### src/rtl/row_pair_packer.sv
// row_pair_packer
//
// Front end of the row DWT stage. This block takes a serial stream of
// unsigned pixels, one per beat. It converts each pixel to a signed
// fixed-point sample and packs consecutive samples into {odd, even} pairs.
// An odd-length row is completed by a whole-sample symmetric pad, so the
// downstream lifting pipeline only ever receives complete pairs. The sof and
// eol flags are regenerated for each output pair.
//
// Optional feature macro: ROW_PAIR_PACKER_LEVEL_SHIFT_EN
//   defined   -> subtract 2^(PixelWidth-1) before scaling (DC level shift)
//   undefined -> zero-extend and scale only (non-negative outputs)
//
// Ports:
//   clk_i      clock, rising edge
//   rst_i      asynchronous active-high reset
//   s_ready_o  input ready (combinational from m_ready_i)
//   s_valid_i  input sample valid
//   s_sof_i    first sample of frame
//   s_eol_i    last sample of row
//   s_data_i   unsigned pixel, PixelWidth bits
//   m_ready_i  output ready
//   m_valid_o  output pair valid
//   m_sof_o    first pair of frame
//   m_eol_o    last pair of row
//   m_data_o   {odd, even}, even sample in the low DataWidth bits

module row_pair_packer #(
  parameter int DataWidth  = 16,
  parameter int PixelWidth = 8,
  parameter int FracBits   = 4
) (
  input  logic                   clk_i,
  input  logic                   rst_i,
  output logic                   s_ready_o,
  input  logic                   s_valid_i,
  input  logic                   s_sof_i,
  input  logic                   s_eol_i,
  input  logic [PixelWidth-1:0]  s_data_i,
  input  logic                   m_ready_i,
  output logic                   m_valid_o,
  output logic                   m_sof_o,
  output logic                   m_eol_o,
  output logic [2*DataWidth-1:0] m_data_o
);

  // The converted sample must fit: pixel bits, one sign bit, and the shift.
  generate
    if (PixelWidth + 1 + FracBits > DataWidth) begin : g_width_check
      $error("row_pair_packer: PixelWidth + 1 + FracBits must be <= DataWidth");
    end
  endgenerate

  typedef enum logic [0:0] {
    EVEN = 1'b0,
    ODD  = 1'b1
  } state_t;

  // Pixel to fixed-point conversion. The result always fits in DataWidth
  // bits, so the left shift cannot lose significant bits.
  function automatic logic [DataWidth-1:0] conv(input logic [PixelWidth-1:0] x);
    logic [PixelWidth:0]  z;
    logic [DataWidth-1:0] w;
    z = {1'b0, x};
`ifdef ROW_PAIR_PACKER_LEVEL_SHIFT_EN
    z = z - {2'b01, {(PixelWidth-1){1'b0}}};
`endif
    w = {{(DataWidth-PixelWidth-1){z[PixelWidth]}}, z};
    conv = w << FracBits;
  endfunction

  state_t               state;
  logic [DataWidth-1:0] even_q;
  logic [DataWidth-1:0] last_odd_q;
  logic                 sof_q;
  logic                 row_first_q;

  logic                 in_xfer;
  logic                 out_xfer;
  logic [DataWidth-1:0] sample;
  logic [DataWidth-1:0] pad;

  // Handshake terms and the converted sample of the current input beat.
  always_comb begin
    s_ready_o = !m_valid_o | m_ready_i;
    in_xfer   = s_valid_i & s_ready_o;
    out_xfer  = m_valid_o & m_ready_i;
    sample    = conv(s_data_i);
    // A one-sample row mirrors itself. Otherwise the pad is x[N-2].
    if (row_first_q) begin
      pad = sample;
    end else begin
      pad = last_odd_q;
    end
  end

  // Pairing FSM with its registered output pair.
  always_ff @(posedge clk_i or posedge rst_i) begin
    if (rst_i) begin
      state       <= EVEN;
      even_q      <= {DataWidth{1'b0}};
      last_odd_q  <= {DataWidth{1'b0}};
      sof_q       <= 1'b0;
      row_first_q <= 1'b1;
      m_valid_o   <= 1'b0;
      m_sof_o     <= 1'b0;
      m_eol_o     <= 1'b0;
      m_data_o    <= {(2*DataWidth){1'b0}};
    end else begin
      // When a pair is consumed, m_valid_o is cleared. A pair loaded in
      // the same cycle (below) overrides this.
      if (out_xfer) begin
        m_valid_o <= 1'b0;
      end
      if (in_xfer) begin
        case (state)
          EVEN: begin
            if (s_eol_i) begin
              m_data_o    <= {pad, sample};
              m_valid_o   <= 1'b1;
              m_sof_o     <= s_sof_i;
              m_eol_o     <= 1'b1;
              row_first_q <= 1'b1;
              state       <= EVEN;
            end else begin
              even_q <= sample;
              sof_q  <= s_sof_i;
              state  <= ODD;
            end
          end
          ODD: begin
            if (s_sof_i) begin
              // Frame restart mid-pair: the held even sample is discarded,
              // and this beat is handled as if it arrived in EVEN.
              row_first_q <= 1'b1;
              if (s_eol_i) begin
                m_data_o  <= {sample, sample};
                m_valid_o <= 1'b1;
                m_sof_o   <= 1'b1;
                m_eol_o   <= 1'b1;
                state     <= EVEN;
              end else begin
                even_q <= sample;
                sof_q  <= 1'b1;
                state  <= ODD;
              end
            end else begin
              m_data_o    <= {sample, even_q};
              m_valid_o   <= 1'b1;
              m_sof_o     <= sof_q;
              m_eol_o     <= s_eol_i;
              last_odd_q  <= sample;
              row_first_q <= s_eol_i;
              state       <= EVEN;
            end
          end
          default: begin
            state <= EVEN;
          end
        endcase
      end
    end
  end

endmodule

### config.mk
export PLATFORM = sky130hd
export DESIGN_NAME = row_pair_packer
export DESIGN_NICKNAME = d
export VERILOG_FILES = /design/src/rtl/row_pair_packer.sv
export SDC_FILE = /design/constraint.sdc
export NUM_CORES = 1
export LEC_CHECK = 0
export CORE_ASPECT_RATIO = 1.2
export CORE_MARGIN = 2
export CORE_UTILIZATION = 48
export DETAILED_ROUTE_END_ITERATION = 6
export GPL_TIMING_DRIVEN = 0
export HOLD_SLACK_MARGIN = 0.06
export PLACE_DENSITY = 0.83
export SLEW_MARGIN = 10
export SYNTH_ARGS = -nofsm -noshare
export SYNTH_HDL_FRONTEND = slang
export SYNTH_SLANG_ARGS = --single-unit
### constraint.sdc
create_clock -name clk_i -period 1.7 [get_ports clk_i]
set_input_delay 0.255 -clock clk_i [delete_from_list [all_inputs] [get_ports clk_i]]
set_output_delay 0.255 -clock clk_i [all_outputs]
set_load 0.03 [all_outputs]
Word-level counts from Yosys, hierarchy flattened

Cells that the tools add are included.

Equal/unequal tests: 5
Muxes and demuxes: 29
Bitwise gates (word level): 5
Reductions and logical operators: 6

Operators by type and width:

| operator           | number |
|---|---|
| $mux 32            | 3 |
| $pmux 32 s2        | 1 |
| $mux 16            | 2 |
| $pmux 16 s2        | 1 |
| $mux 1             | 15 |
| $mux 12            | 1 |
| $pmux 1 s2         | 6 |
| $ne 2x2->1 const B | 4 |
| $reduce_and 3->1   | 2 |
| $reduce_and 2->1   | 2 |
| $reduce_and 4->1   | 1 |
| $ne 3x3->1 const B | 1 |
| $and 1x1->1        | 2 |
| $not 1->1          | 2 |
| $logic_not 1->1    | 1 |
| $or 1x1->1         | 1 |

Register bits after elaboration: 62
Input bits: 14
Output and inout bits: 36

Longest topological paths before layout

Gate-level depths: netlist of run 1.

Depth after elaboration: 6
Mapped depth: 5

Worst setup path after synthesis of run 1

Ideal clock, no wire load.

Path kind: register to register
Start: reg m_valid_o
End: reg even_q[10]
Library setup time: 125 ps
Data arrival time: 1539 ps
Required time: 1575 ps
Slack: 36 ps
Cell stages (with the launch flop): 6
Buffers on the path: 2
Clock period less this slack: 1664 ps
Cells stage by stage: dfrtp_1 nand2b_1 buf_2 and4_4 buf_6 mux2_4

Longest elaborated chain between the ends: 4

Ends and longest elaborated chain:

| item                              | line | RTL |
|---|---|---|
| from (decl)                       | 41   | `output logic m_valid_o,` |
| from (signal assigned)            | 105  | `m_valid_o <= 1'b0;` |
| from (signal assigned)            | 113  | `m_valid_o <= 1'b0;` |
| from (signal assigned)            | 120  | `m_valid_o <= 1'b1;` |
| $logic_not 1->1                   | 85   | `s_ready_o = !m_valid_o \| m_ready_i;` |
| $or 1x1->1                        | 85   |  |
| via s_ready_o                     | 35   | `output logic s_ready_o,` |
| $and 1x1->1                       | 86   | `in_xfer = s_valid_i & s_ready_o;` |
| $reduce_and 2->1 (no source line) | -    |  |
| to (signal assigned)              | 101  | `even_q <= {DataWidth{1'b0}};` |
| to (signal assigned)              | 126  | `even_q <= sample;` |
| to (signal assigned)              | 143  | `even_q <= sample;` |
| to (decl)                         | 73   | `logic [DataWidth-1:0] even_q;` |

The timed path passes the listed nets, and every way through them passes these cells.
A chain may end at the register's enable or synchronous reset.

Final worst setup path of run 1

Start: reg state
End: reg m_data_o[27]

Longest elaborated chain between the ends: 3

Ends and longest elaborated chain:

| item                              | line | RTL |
|---|---|---|
| from (decl)                       | 72   | `state_t state;` |
| from (signal assigned)            | 100  | `state <= EVEN;` |
| from (signal assigned)            | 124  | `state <= EVEN;` |
| from (signal assigned)            | 128  | `state <= ODD;` |
| $not 1->1                         | -    |  |
| $ne 2x2->1 (no source line)       | -    |  |
| $reduce_and 3->1 (no source line) | -    |  |
| to (signal assigned)              | 108  | `m_data_o <= {(2*DataWidth){1'b0}};` |
| to (signal assigned)              | 119  | `m_data_o <= {pad, sample};` |
| to (signal assigned)              | 137  | `m_data_o <= {sample, sample};` |
| to (decl)                         | 44   | `output logic [2*DataWidth-1:0] m_data_o` |

Parallel ways exist; a longest one is shown, timed or not.

==> run_results.csv, run 1 <==
group,metric,value,unit
synthesis,ys_seq_area_share,50.7,%
routing,post_drt_wl_per_cell,15.1,µm
worst_setup_path,critPathLaunchType,"register",
power,powerDensity,1280,nW/µm²
power,power_frac_seq,42.6,%
power,p_leak,1.11,nW
floorplanning,die-area,4430,µm²
synthesis,synth.distinct_cells,26,
worst_setup_path,r2r_cells,4,
floorplanning,die_y,72.5,µm
cells_and_area,final_net_count,199,
sta,fin_ws,0.0920,ns
clock_network,clk_pin_slew_worst_paths,0.07,ns
sta,fin_skew,0.00373,ns
cells_and_area,area_growth,28.9,%
power,switching_power,1.02,mW
worst_setup_path,endpoint,"m_data_o[27]",
global_route,grt_pass1_vias,1237,
worst_setup_path,critPathKind,"register to register",
routing,drc,0,
worst_setup_path,endpoint_kind,"register",
worst_setup_path,r2r_start,"state",
floorplanning,fp.dieW,61.1,µm
placement,io_buffers,33,
clock_network,htreeDepth,2,
synthesis,post_synth.cell_area_avg,14.7,µm²
routing,drtIter0Drc,22,
worst_setup_path,r2r_setup_slack,0.09,ns
sta,timing.fmax,622,MHz
global_route,gr-total-overflow,0,
floorplanning,initial_core_util,50.8,%
synthesis,syn_inst,128,
routing,routed-via-count,1136,
worst_setup_path,cp.arrival,1.78,ns
routing,first_pass_iters,4,
floorplanning,core_area,3690,µm²
power,pwr-share-clk,18.8,%
placement,hpwl,2.49,mm
sta,period_share,94.6,%
sta,min_period,1.61,ns
global_route,grt_pass1_wl,5.96,mm
floorplanning,placementRows,24,
placement,dp_slack,-0.359,ns
clock_network,cts_buffers,5,
power,p_int,2.08,mW
global_route,grt.total_usage,18.7,%
routing,wl,3.59,mm
sta,worstMarginPinSlew,0.785,ns
run,max_cap_viol_count,0,
routing,via_per_inst,4.79,
sta,slew_headroom,47.6,%
floorplanning,io_pins,50,
clock_network,clock_latency,0.29,ns
worst_setup_path,crit_fanout,7,
sta,slew_viol_final,0,
routing,ant_nets,0,
worst_setup_path,startpoint,"state",
sta,rsz0062_at_grt,"false",
clock_network,cts_buffer_depth,2,
worst_setup_path,required,1.87,ns
synthesis,yosys_warnings,0,
cells_and_area,fin_area,2420,µm²
placement,post_dp_cell_area,2330,µm²
clock_network,cts_tree,"done",
min_path,hold_path_class,"input port to async pin",
synthesis,synth_seq_cells,38,
clock_network,cts_root_buffer,"clkbuf_8",
clock_network,clock_sinks,38,
placement,gp_congestion,0.707,
sta,setup_viol,0,
global_route,grt_start_max_net_pins,39,
power,combPwrFrac,38.7,%
sta,hold_viol_final,0,
power,vdd_ir_drop_max,0.761,mV
run_status,outcome,"completed",
global_route,antenna_found_initial,0,
cells_and_area,drive_gt1_share,45.4,%
synthesis,syn_area,1880,µm²
worst_setup_path,r2r_end,"m_data_o[27]",
power,switching_share,33.0,%
cells_and_area,diodes,0,
[placed cells by master, fill, tap and decap left out, types with 2 or more instances in the layout]
cell             instances
dfrtp_1                 37
mux2_2                  33
clkdlybuf4s50_1         32
buf_4                   18
conb_1                  16
mux2_4                  15
clkbuf_8                 5
nand2b_1                 2
inv_1                    2
buf_6                    2
a31oi_1                  2
clkbuf_1                 2
[worst min-delay path by stage]
stage,from,to,slack [ns],cells after the start
2_1_floorplan,s_eol_i,m_eol_o,0.39,1
3_3_place_gp,sof_q,sof_q,0.48,1
3_5_place_dp,sof_q,sof_q,0.49,1
4_1_cts,rst_i,even_q[7],0.47,2
5_1_grt,rst_i,m_data_o[25],0.51,2
6_report,rst_i,m_data_o[7],0.44,2
[through the flow]
stage	util [%]	total power [mW]	hold WS, ns	std cells	TNS (ns)
after floorplan	-	2.10	0.395	143	0
after global placement	63.0	2.48	0.483	228	-13.06
after detailed placement	63.0	2.53	0.486	228	-7.00
after CTS	65.5	3.12	0.470	237	0
after global routing	65.5	3.25	0.507	237	0
final	65.5	3.10	0.444	237	0
[state kept, by name, summed over array words and instances (netlist names)]
register     count
even_q           8
last_odd_q       8
m_data_o        16
m_eol_o          1
m_sof_o          1
m_valid_o        1
row_first_q      1
sof_q            1
state            1
[synthesized netlist by cell type]
master	count	area (µm²)
dfrtp_1	37	926
mux2_2	33	372
buf_4	16	120
mux2_4	15	225
inv_1	3	11.3
a31oi_1	2	12.5
buf_6	2	22.5
nand2b_1	2	12.5
a21oi_1	1	5.00
a22o_1	1	8.76
a32o_1	1	10.0
and2_1	1	6.26
and2b_4	1	10.0
and4_4	1	11.3
buf_2	1	5.00
buf_8	1	15.0
conb_1	1	3.75
dfstp_2	1	26.3
mux2i_1	1	10.0
nand2_1	1	3.75
nand3_2	1	10.0
nand4b_1	1	8.76
nor2_2	1	6.26
o211ai_4	1	21.3
o21a_1	1	7.51
or2_2	1	6.26
[metal layers]
metal	GRT usage (%)	vias to the layer above	part of all wire, %
met2	31.3	30	51
li1	-	530	-
met5	0	-	0
met3	6.24	6	5.0
met4	5.80	0	1.3
met1	22.2	570	42
[power by group through the flow]
stage	registers, mW	logic [mW]	clock network (mW)
after floorplan	1.57	0.537	0
after global placement	1.31	1.17	0
after detailed placement	1.33	1.20	0
after CTS	1.32	1.21	0.596
after global routing	1.35	1.26	0.640
final	1.32	1.20	0.582
[cell type report]
type / instances / area [µm²]
buffer: 20 / 163
fill: 297 / 1270
timing repair buffer: 35 / 340
sequential: 38 / 952
clock buffer: 7 / 76.3
tap: 52 / 65.1
inverter: 3 / 11.3
multi-input combinational: 82 / 812
[critical path, cell delays in order (launching register included)]
cell and delay, ns:
dfrtp_1 0.47, and2b_4 0.23, o211ai_4 0.25, buf_4 0.20
mux2_2 0.34
[cells by family after synthesis]
logic type             Yosys count  synth area share, %
flip-flops                      38                 50.7
AND/OR/NAND/NOR                 10                 4.00
buffers and inverters           23                 9.27
multiplexers                    49                 32.3
other                            1                0.200
AO/OA/AOI/OAI                    7                 3.47
[timing repair]
item	CTS	global route
pin swaps	1	0
setup buffers	2	0
gates resized for setup	1	3
cloned	0	0
setup endpoints to repair	8	9
hold buffers	0	0
No activity file was read; power rests on OpenSTA's default activity.
==> run 2: changes to the inputs <==
- CORE_UTILIZATION: 48 -> 43
- PLACE_DENSITY: 0.83 -> 0.79
- clock period: 1.7 -> 1.3 ns (I/O delays scaled with it)
==> run_results.csv, run 2 (same netlist as run 1, synthesis figures left out) <==
group,metric,value,unit
run,max_cap_viol_count,0,
global_route,gr-total-overflow,0,
floorplanning,io_pins,50,
worst_setup_path,critPathLaunchType,"register",
cells_and_area,finalCoreUtilization,62.9,%
global_route,grt_pass1_wl,6.71,mm
cells_and_area,area_growth,41.8,%
min_path,hold_path_class,"input port to register",
floorplanning,initial_core_util,44.4,%
run_status,violations,"setup timing",
floorplanning,die_y,76.4,µm
power,fin_total_pwr,4.41,mW
floorplanning,core_area,4230,µm²
cells_and_area,reg_top3,"m_data_o: 16 flops, even_q: 8 flops, last_odd_q: 8 flops",
global_route,grt.total_usage,17.9,%
routing,first_pass_iters,4,
sta,rsz0062_at_grt,"true",
cells_and_area,largest_reg_flops,16,
placement,hpwl,2.51,mm
cells_and_area,final_net_count,209,
run_status,outcome,"finished, violations left",
sta,period_share,118,%
clock_network,clock_sinks,38,
placement,gp_congestion,0.746,
worst_setup_path,r2r_end,"m_data_o[20]",
routing,ant_nets,0,
power,vdd_ir_drop_max,1.01,mV
routing,routed-via-count,1211,
cells_and_area,layout_common_cells,"dfrtp_1, mux2_4, buf_4, dlygate4sd2_1, conb_1",
cells_and_area,diodes,0,
sta,hold_viol_final,0,
cells_and_area,multiInputGateArea,908,µm²
routing,drc,0,
sta,setup_viol,36,
placement,io_buffers,33,
sta,min_period,1.53,ns
cells_and_area,largest-register,"m_data_o",
routing,drtIter0Drc,28,
worst_setup_path,critPathKind,"register to register",
min_path,min_from,"s_sof_i",
routing,post_drt_wl_per_cell,16.0,µm
worst_setup_path,required,1.48,ns
floorplanning,placementRows,26,
worst_setup_path,r2r_start,"state",
global_route,antenna_found_initial,0,
cells_and_area,fillers,354,
clock_network,cts_root_buffer,"clkbuf_8",
clock_network,htreeDepth,2,
cells_and_area,drive_gt1_share,49.5,%
clock_network,cts_buffers,5,
routing,via_per_inst,4.81,
power,powerDensity,1660,nW/µm²
global_route,grt_pass1_vias,1334,
clock_network,clock_latency,0.29,ns
clock_network,cts_tree,"done",
cells_and_area,final_common_cell,"dfrtp_1",
power,p_leak,1.32,nW
sta,worstMarginPinSlew,0.763,ns
min_path,holdPathEnd,"m_sof_o",
cells_and_area,regArea,955,µm²
worst_setup_path,r2r_setup_slack,-0.23,ns
sta,fin_skew,0.00497,ns
clock_network,clk_pin_slew_worst_paths,0.08,ns
sta,slew_headroom,49.0,%
worst_setup_path,crit_fanout,9,
clock_network,cts_buffer_depth,2,
sta,fin_ws,-0.234,ns
global_route,grt_start_max_net_pins,39,
floorplanning,fp.dieW,64.3,µm
sta,tns,-5.80,ns
sta,slew_viol_final,0,
sta,timing.fmax,652,MHz
worst_setup_path,r2r_cells,4,
worst_setup_path,cp.arrival,1.71,ns
min_path,hold_depth,3,
routing,wl,4.04,mm
worst_setup_path,endpoint_kind,"register",
floorplanning,die-area,4910,µm²
run 2: cell type report:
type / count / area share (%)
clock buffers: 7 / 2.87
repair buffers: 44 / 16.3
plain buffers: 20 / 6.68
well taps: 56 / 2.63
flip-flops and latches: 38 / 35.9
inverters: 3 / 0.423
multi-input cells: 83 / 34.1
clock inverters: 1 / 1.13
run 2: stage by stage:
step	area, µm²	std cells	setup WS, ns	hold WS (ns)
floorplan	1940	143	-0.214	0.335
global placement	2340	232	-0.679	0.474
detailed placement	2340	232	-0.698	0.484
CTS	2660	252	-0.242	0.387
global route	2660	252	-0.291	0.306
finish	2660	252	-0.234	0.253
run 2: worst max path at each step:
stage                        from           end  cells after the start
after floorplan             state  m_data_o[20]                      4
after global placement    s_sof_i  m_data_o[20]                      5
after detailed placement  s_sof_i  m_data_o[24]                      5
after CTS                   state   m_data_o[5]                      4
after global routing        state  m_data_o[20]                      4
final                       state  m_data_o[20]                      4
run 2: worst max-delay path: stages (launching register included):
cell and delay, ns:
dfrtp_2 0.46, and2b_4 0.20, o211ai_4 0.25, buf_8 0.20, mux2_4 0.31
run 2: routing by layer:
| metal | up-vias | share of wire, % | GRT usage (%) |
|---|---|---|---|
| li1 | 552 | - | - |
| met1 | 620 | 44 | 22.7 |
| met2 | 34 | 51 | 29.5 |
| met3 | 5 | 3.9 | 3.84 |
| met4 | 0 | 1.2 | 7.45 |
| met5 | - | 0 | 0 |
run 2: what timing repair did:
item,in CTS,in global routing
cloned,1,0
endpoints found under the setup margin,56,39
pin swaps,3,1
setup buffers,11,0
resized for setup,53,3
hold buffers,0,0
run 2: power breakdown:
group	internal [mW]	switching (mW)
Clock	0.574	0.420
Sequential	1.53	0.210
Combinational	0.871	0.804
==> variant 1, RTL diff (config.mk and constraints of run 1) <==
Add a define of `ROW_PAIR_PACKER_LEVEL_SHIFT_EN`.
--- a/src/rtl/row_pair_packer.sv
+++ b/src/rtl/row_pair_packer.sv
@@ -24,6 +24,8 @@
 //   m_sof_o    first pair of frame
 //   m_eol_o    last pair of row
 //   m_data_o   {odd, even}, even sample in the low DataWidth bits
+
+`define ROW_PAIR_PACKER_LEVEL_SHIFT_EN
 
 module row_pair_packer #(
   parameter int DataWidth  = 16,
Function: changed (a bounded check fails within 4 cycles, from zero or initial values and one cycle with rst_i high).
==> variant 1 against run 1 <==
Area after synthesis down 1.6%. Non-clock buffer count up 10. Wire length up 5.4%. Via count up 5.8%. Power up 14%. Global-route usage about the same. Largest cell class unchanged. Setup slack worse by 0.046 ns. Cell area up 3.5%. Sequential cell count unchanged.
==> variant 1: results <==
set metrics [dict create \
    ir_drop_v 0.000778 \
    synth_commonest_cells "dfrtp_1, mux2_2, buf_4" \
    crit_family "flip-flops" \
    status "finished clean" \
    power_leakage_nw 1.17 \
    diodes 0 \
    instances_no_fill 244 \
    grt_pass1_wl_um 5850 \
    nets 205 \
    ys_seq_area_share_pct 51.6 \
    grt_max_degree 39 \
    placedCellCount 230 \
    grt_use_total_pct 18.7 \
    reg.largest.list "m_data_o x16, even_q x8, last_odd_q x8" \
    cts_buffer_depth 2 \
    synth_area_leaders "dfrtp_1, mux2_2, buf_4" \
    synthArstFlopShare_pct 100 \
    hpwl_um 2490 \
    synth_cell_types 29 \
    slowest_stage "dfrtp_2" \
    skew_ns 0.00681 \
    crit_arrival_ns 1.83 \
    port_buffers 40 \
    viasPerCell 4.93 \
    first_pass_iters 4 \
    clkSlewWorstSetupHoldPaths_ns 0.07 \
    cpPeakStageDelay_ns 0.43 \
    clock-root-buffer "clkbuf_8" \
    crit_fanout 9 \
    postSynthAreaPerCell_um2 14.1 \
    worstSkewPairLatency_ns 0.29 \
    cts_made_buffers 5 \
    drive_above_1_share_pct 45.8 \
    min_path_type "in -> async" \
    drt-initial-drc-count 23 \
    htree_levels 2 \
    worstMarginPinSlew_ns 0.784 \
    synthFlopType "dfrtp_1" \
    slew_violations 0 \
    largest_reg_flops 16 \
    place_congestion 0.764 \
    routed_wl_um 3780 \
    post_dp_cell_area_mm2 0.00234 \
    antenna_found_initial 0 \
    grt_pass1_vias 1159 \
]
==> variant 1: through the flow <==
stage	setup slack (ns)	TNS [ns]	util, %
CTS	0.000190	0	67.8
detailed placement	-0.382	-7.42	63.9
global placement	-0.388	-14.75	63.9
finish	0.0455	0	68.4
floorplan	0.0554	0	-
global route	0.00216	0	68.4
==> variant 1: layer usage <==
layer / track usage [%] / vias to the layer above / part of all wire (%)
li1: - / 558 / -
met1: 23.4 / 591 / 41
met2: 29.4 / 44 / 51
met3: 5.70 / 9 / 5.5
met4: 8.45 / 0 / 2.2
met5: 0 / - / 0
==> variant 1: logic make-up (layout without fill, tap and decap cells) <==
kind of cell           Yosys count  in the layout  synth area share [%]
multiplexers                    49             49                  31.0
flip-flops                      38             38                  51.6
buffers and inverters           24             78                  9.15
AND/OR/NAND/NOR                 11             11                  4.34
AO/OA/AOI/OAI                    8              8                  3.79
other                            1              8                 0.203
==> variant 1: what timing repair did <==
action	4_1_cts	5_1_grt
setup endpoints to repair	22	19
buffers inserted	4	2
pin swaps	1	1
resized for setup	13	4
==> variant 1: area by class of cell <==
cell class / count / area, um^2
sequential: 38 / 955
buffer: 19 / 150
tap: 52 / 65.1
clock buffer: 7 / 86.3
fill: 285 / 1160
clock inverter: 1 / 30.0
inverter: 5 / 20.0
timing repair buffer: 46 / 439
multi-input combinational: 76 / 759
==> variant 1: where the power goes <==
group	internal, mW	total [mW]	switching, mW
combinational	0.708	1.43	0.727
clock	0.478	0.789	0.311
sequential	1.17	1.32	0.151
total	2.36	3.55	1.19
==> variant 1: worst paths after layout <==
| kind | cells past startpoint | to | slack (ns) | start |
|---|---|---|---|---|
| worst max-delay path | 5 | m_data_o[8]$_DFFE_PP0P_ | 0.05 | state$_DFFE_PP0N_ |
| worst min-delay path | 2 | m_data_o[23]$_DFFE_PP0P_ | 0.43 | rst_i |
| worst max register to register | 5 | m_data_o[8]$_DFFE_PP0P_ | 0.05 | state$_DFFE_PP0N_ |
| worst min register to register | 1 | last_odd_q[10]$_DFFE_PP0P_ | 0.51 | last_odd_q[10]$_DFFE_PP0P_ |
| max in group asynchronous | 2 | m_valid_o$_DFF_PP0_ | 0.73 | rst_i |
| min in group clk_i | 3 | row_first_q$_DFFE_PP1P_ | 0.44 | s_valid_i |
==> variant 2, RTL diff (config.mk and constraints of run 1) <==
Made on the original files. Make the reset (`rst_i`) synchronous in one clocked block. Comments in the files are not updated.
--- a/src/rtl/row_pair_packer.sv
+++ b/src/rtl/row_pair_packer.sv
@@ -95,7 +95,7 @@
   end
 
   // Pairing FSM with its registered output pair.
-  always_ff @(posedge clk_i or posedge rst_i) begin
+  always_ff @(posedge clk_i) begin
     if (rst_i) begin
       state       <= EVEN;
       even_q      <= {DataWidth{1'b0}};
Check against the original RTL: differs if rst_i is asserted again (counterexample within 4 cycles, from zero or initial values and one cycle with rst_i high); with rst_i held inactive, the same outputs for 10 cycles.
==> variant 2 against run 1 <==
Sequential share of layout area decreased by 6.6 points. Wire length increased by 8.9%. Via count increased by 34%. Sequential cell count unchanged. Critical path type is now in -> out. Area after synthesis decreased by 3.9%. Count of clock-buffer cells in the layout unchanged. Cell area decreased by 4.1%. Synthesized cell count increased by 56%. Critical endpoint is now s_ready_o. Setup slack got worse by 0.0095 ns.
Power is not compared: it rests on default switching activity, and its combinational part moved more than twofold at a synthesized area within 25%.
==> variant 2: results <==
set metrics [dict create \
    worstReg2RegStart "state$_SDFFE_PP0N_" \
    worstMarginPinSlew_ns 0.638 \
    post_dp_cell_area_mm2 0.00223 \
    synth_compound_area_share_pct 20.3 \
    pre_cts_slack_ns -0.177 \
    min_from "last_odd_q[5]$_SDFFE_PP0P_" \
    hpwl_um 2760 \
    min_path_type "reg -> reg" \
    setup.worst_path.end "s_ready_o" \
    synthMuxAreaShare_pct 4.44 \
    crit_start "m_ready_i" \
    vias 1520 \
    drc_errors 0 \
    wl_per_cell_um 13.3 \
    drt-initial-drc-count 31 \
    placedCellCount 286 \
    hold_end "last_odd_q[5]$_SDFFE_PP0P_" \
    drive_above_1_share_pct 22.4 \
    finalCritPeriodShare_pct 95.1 \
    synth_area_leaders "dfxtp_1, a311oi_2, buf_4" \
    grt_max_degree 12 \
    cpPeakStageDelay_ns 0.45 \
    skew_ns 0.00556 \
    first_pass_iters 6 \
    rrSetupSlack_ns 0.15 \
    r2r_end "m_data_o[25]$_SDFFE_PP0P_" \
    hold-worst-slack_ns 0.460 \
    synth_cell_types 30 \
    synthArstFlopShare_pct 0 \
    port_buffers 32 \
    grt_pass1_wl_um 6280 \
    yosysWarnings 0 \
    crit_fanout 7 \
    place_congestion 0.842 \
    ys_seq_area_share_pct 42.2 \
    crit_arrival_ns 1.36 \
    r2r_cells 7 \
    cts_buffer_depth 2 \
    synth_commonest_cells "dfxtp_1, nand2_1, buf_4, nor2_1, a21oi_1" \
    final_common_cell "dfxtp_1" \
    grt_pass1_vias 1392 \
    postCtsSetupBuffers 0 \
    crit_family "buffers and inverters" \
    slowest_stage "clkdlybuf4s50_1" \
    viasPerCell 5.17 \
    nets 268 \
    grt_use_total_pct 19.9 \
    status "finished clean" \
    synthFlopType "dfxtp_1" \
    postSynthAreaPerCell_um2 9.01 \
    cts-resized-gates 1 \
]
==> variant 2: changes by cell type after synthesis, moves of 12 or more <==
cell and change:
dfxtp_1 +38, dfrtp_1 -37, mux2_2 -33, nand2_1 +33, nor2_1 +17, mux2_4 -15
a21oi_1 +12, a311oi_2 +12
==> variant 2: metal layers <==
| metal | global-route usage [%] | up-vias | part of all wire (%) |
|---|---|---|---|
| met2 | 32.1 | 54 | 50 |
| met5 | 0 | - | 0 |
| met3 | 4.39 | 12 | 6.2 |
| li1 | - | 762 | - |
| met4 | 12.8 | 0 | 3.6 |
| met1 | 23.2 | 692 | 40 |
==> variant 2: layout make-up <==
class	instances	area [um^2]
multi-input combinational	145	861
tap	39	48.8
clock buffer	7	86.3
sequential	38	761
buffer	32	239
clock inverter	1	5.00
timing repair buffer	32	319
fill	319	1280
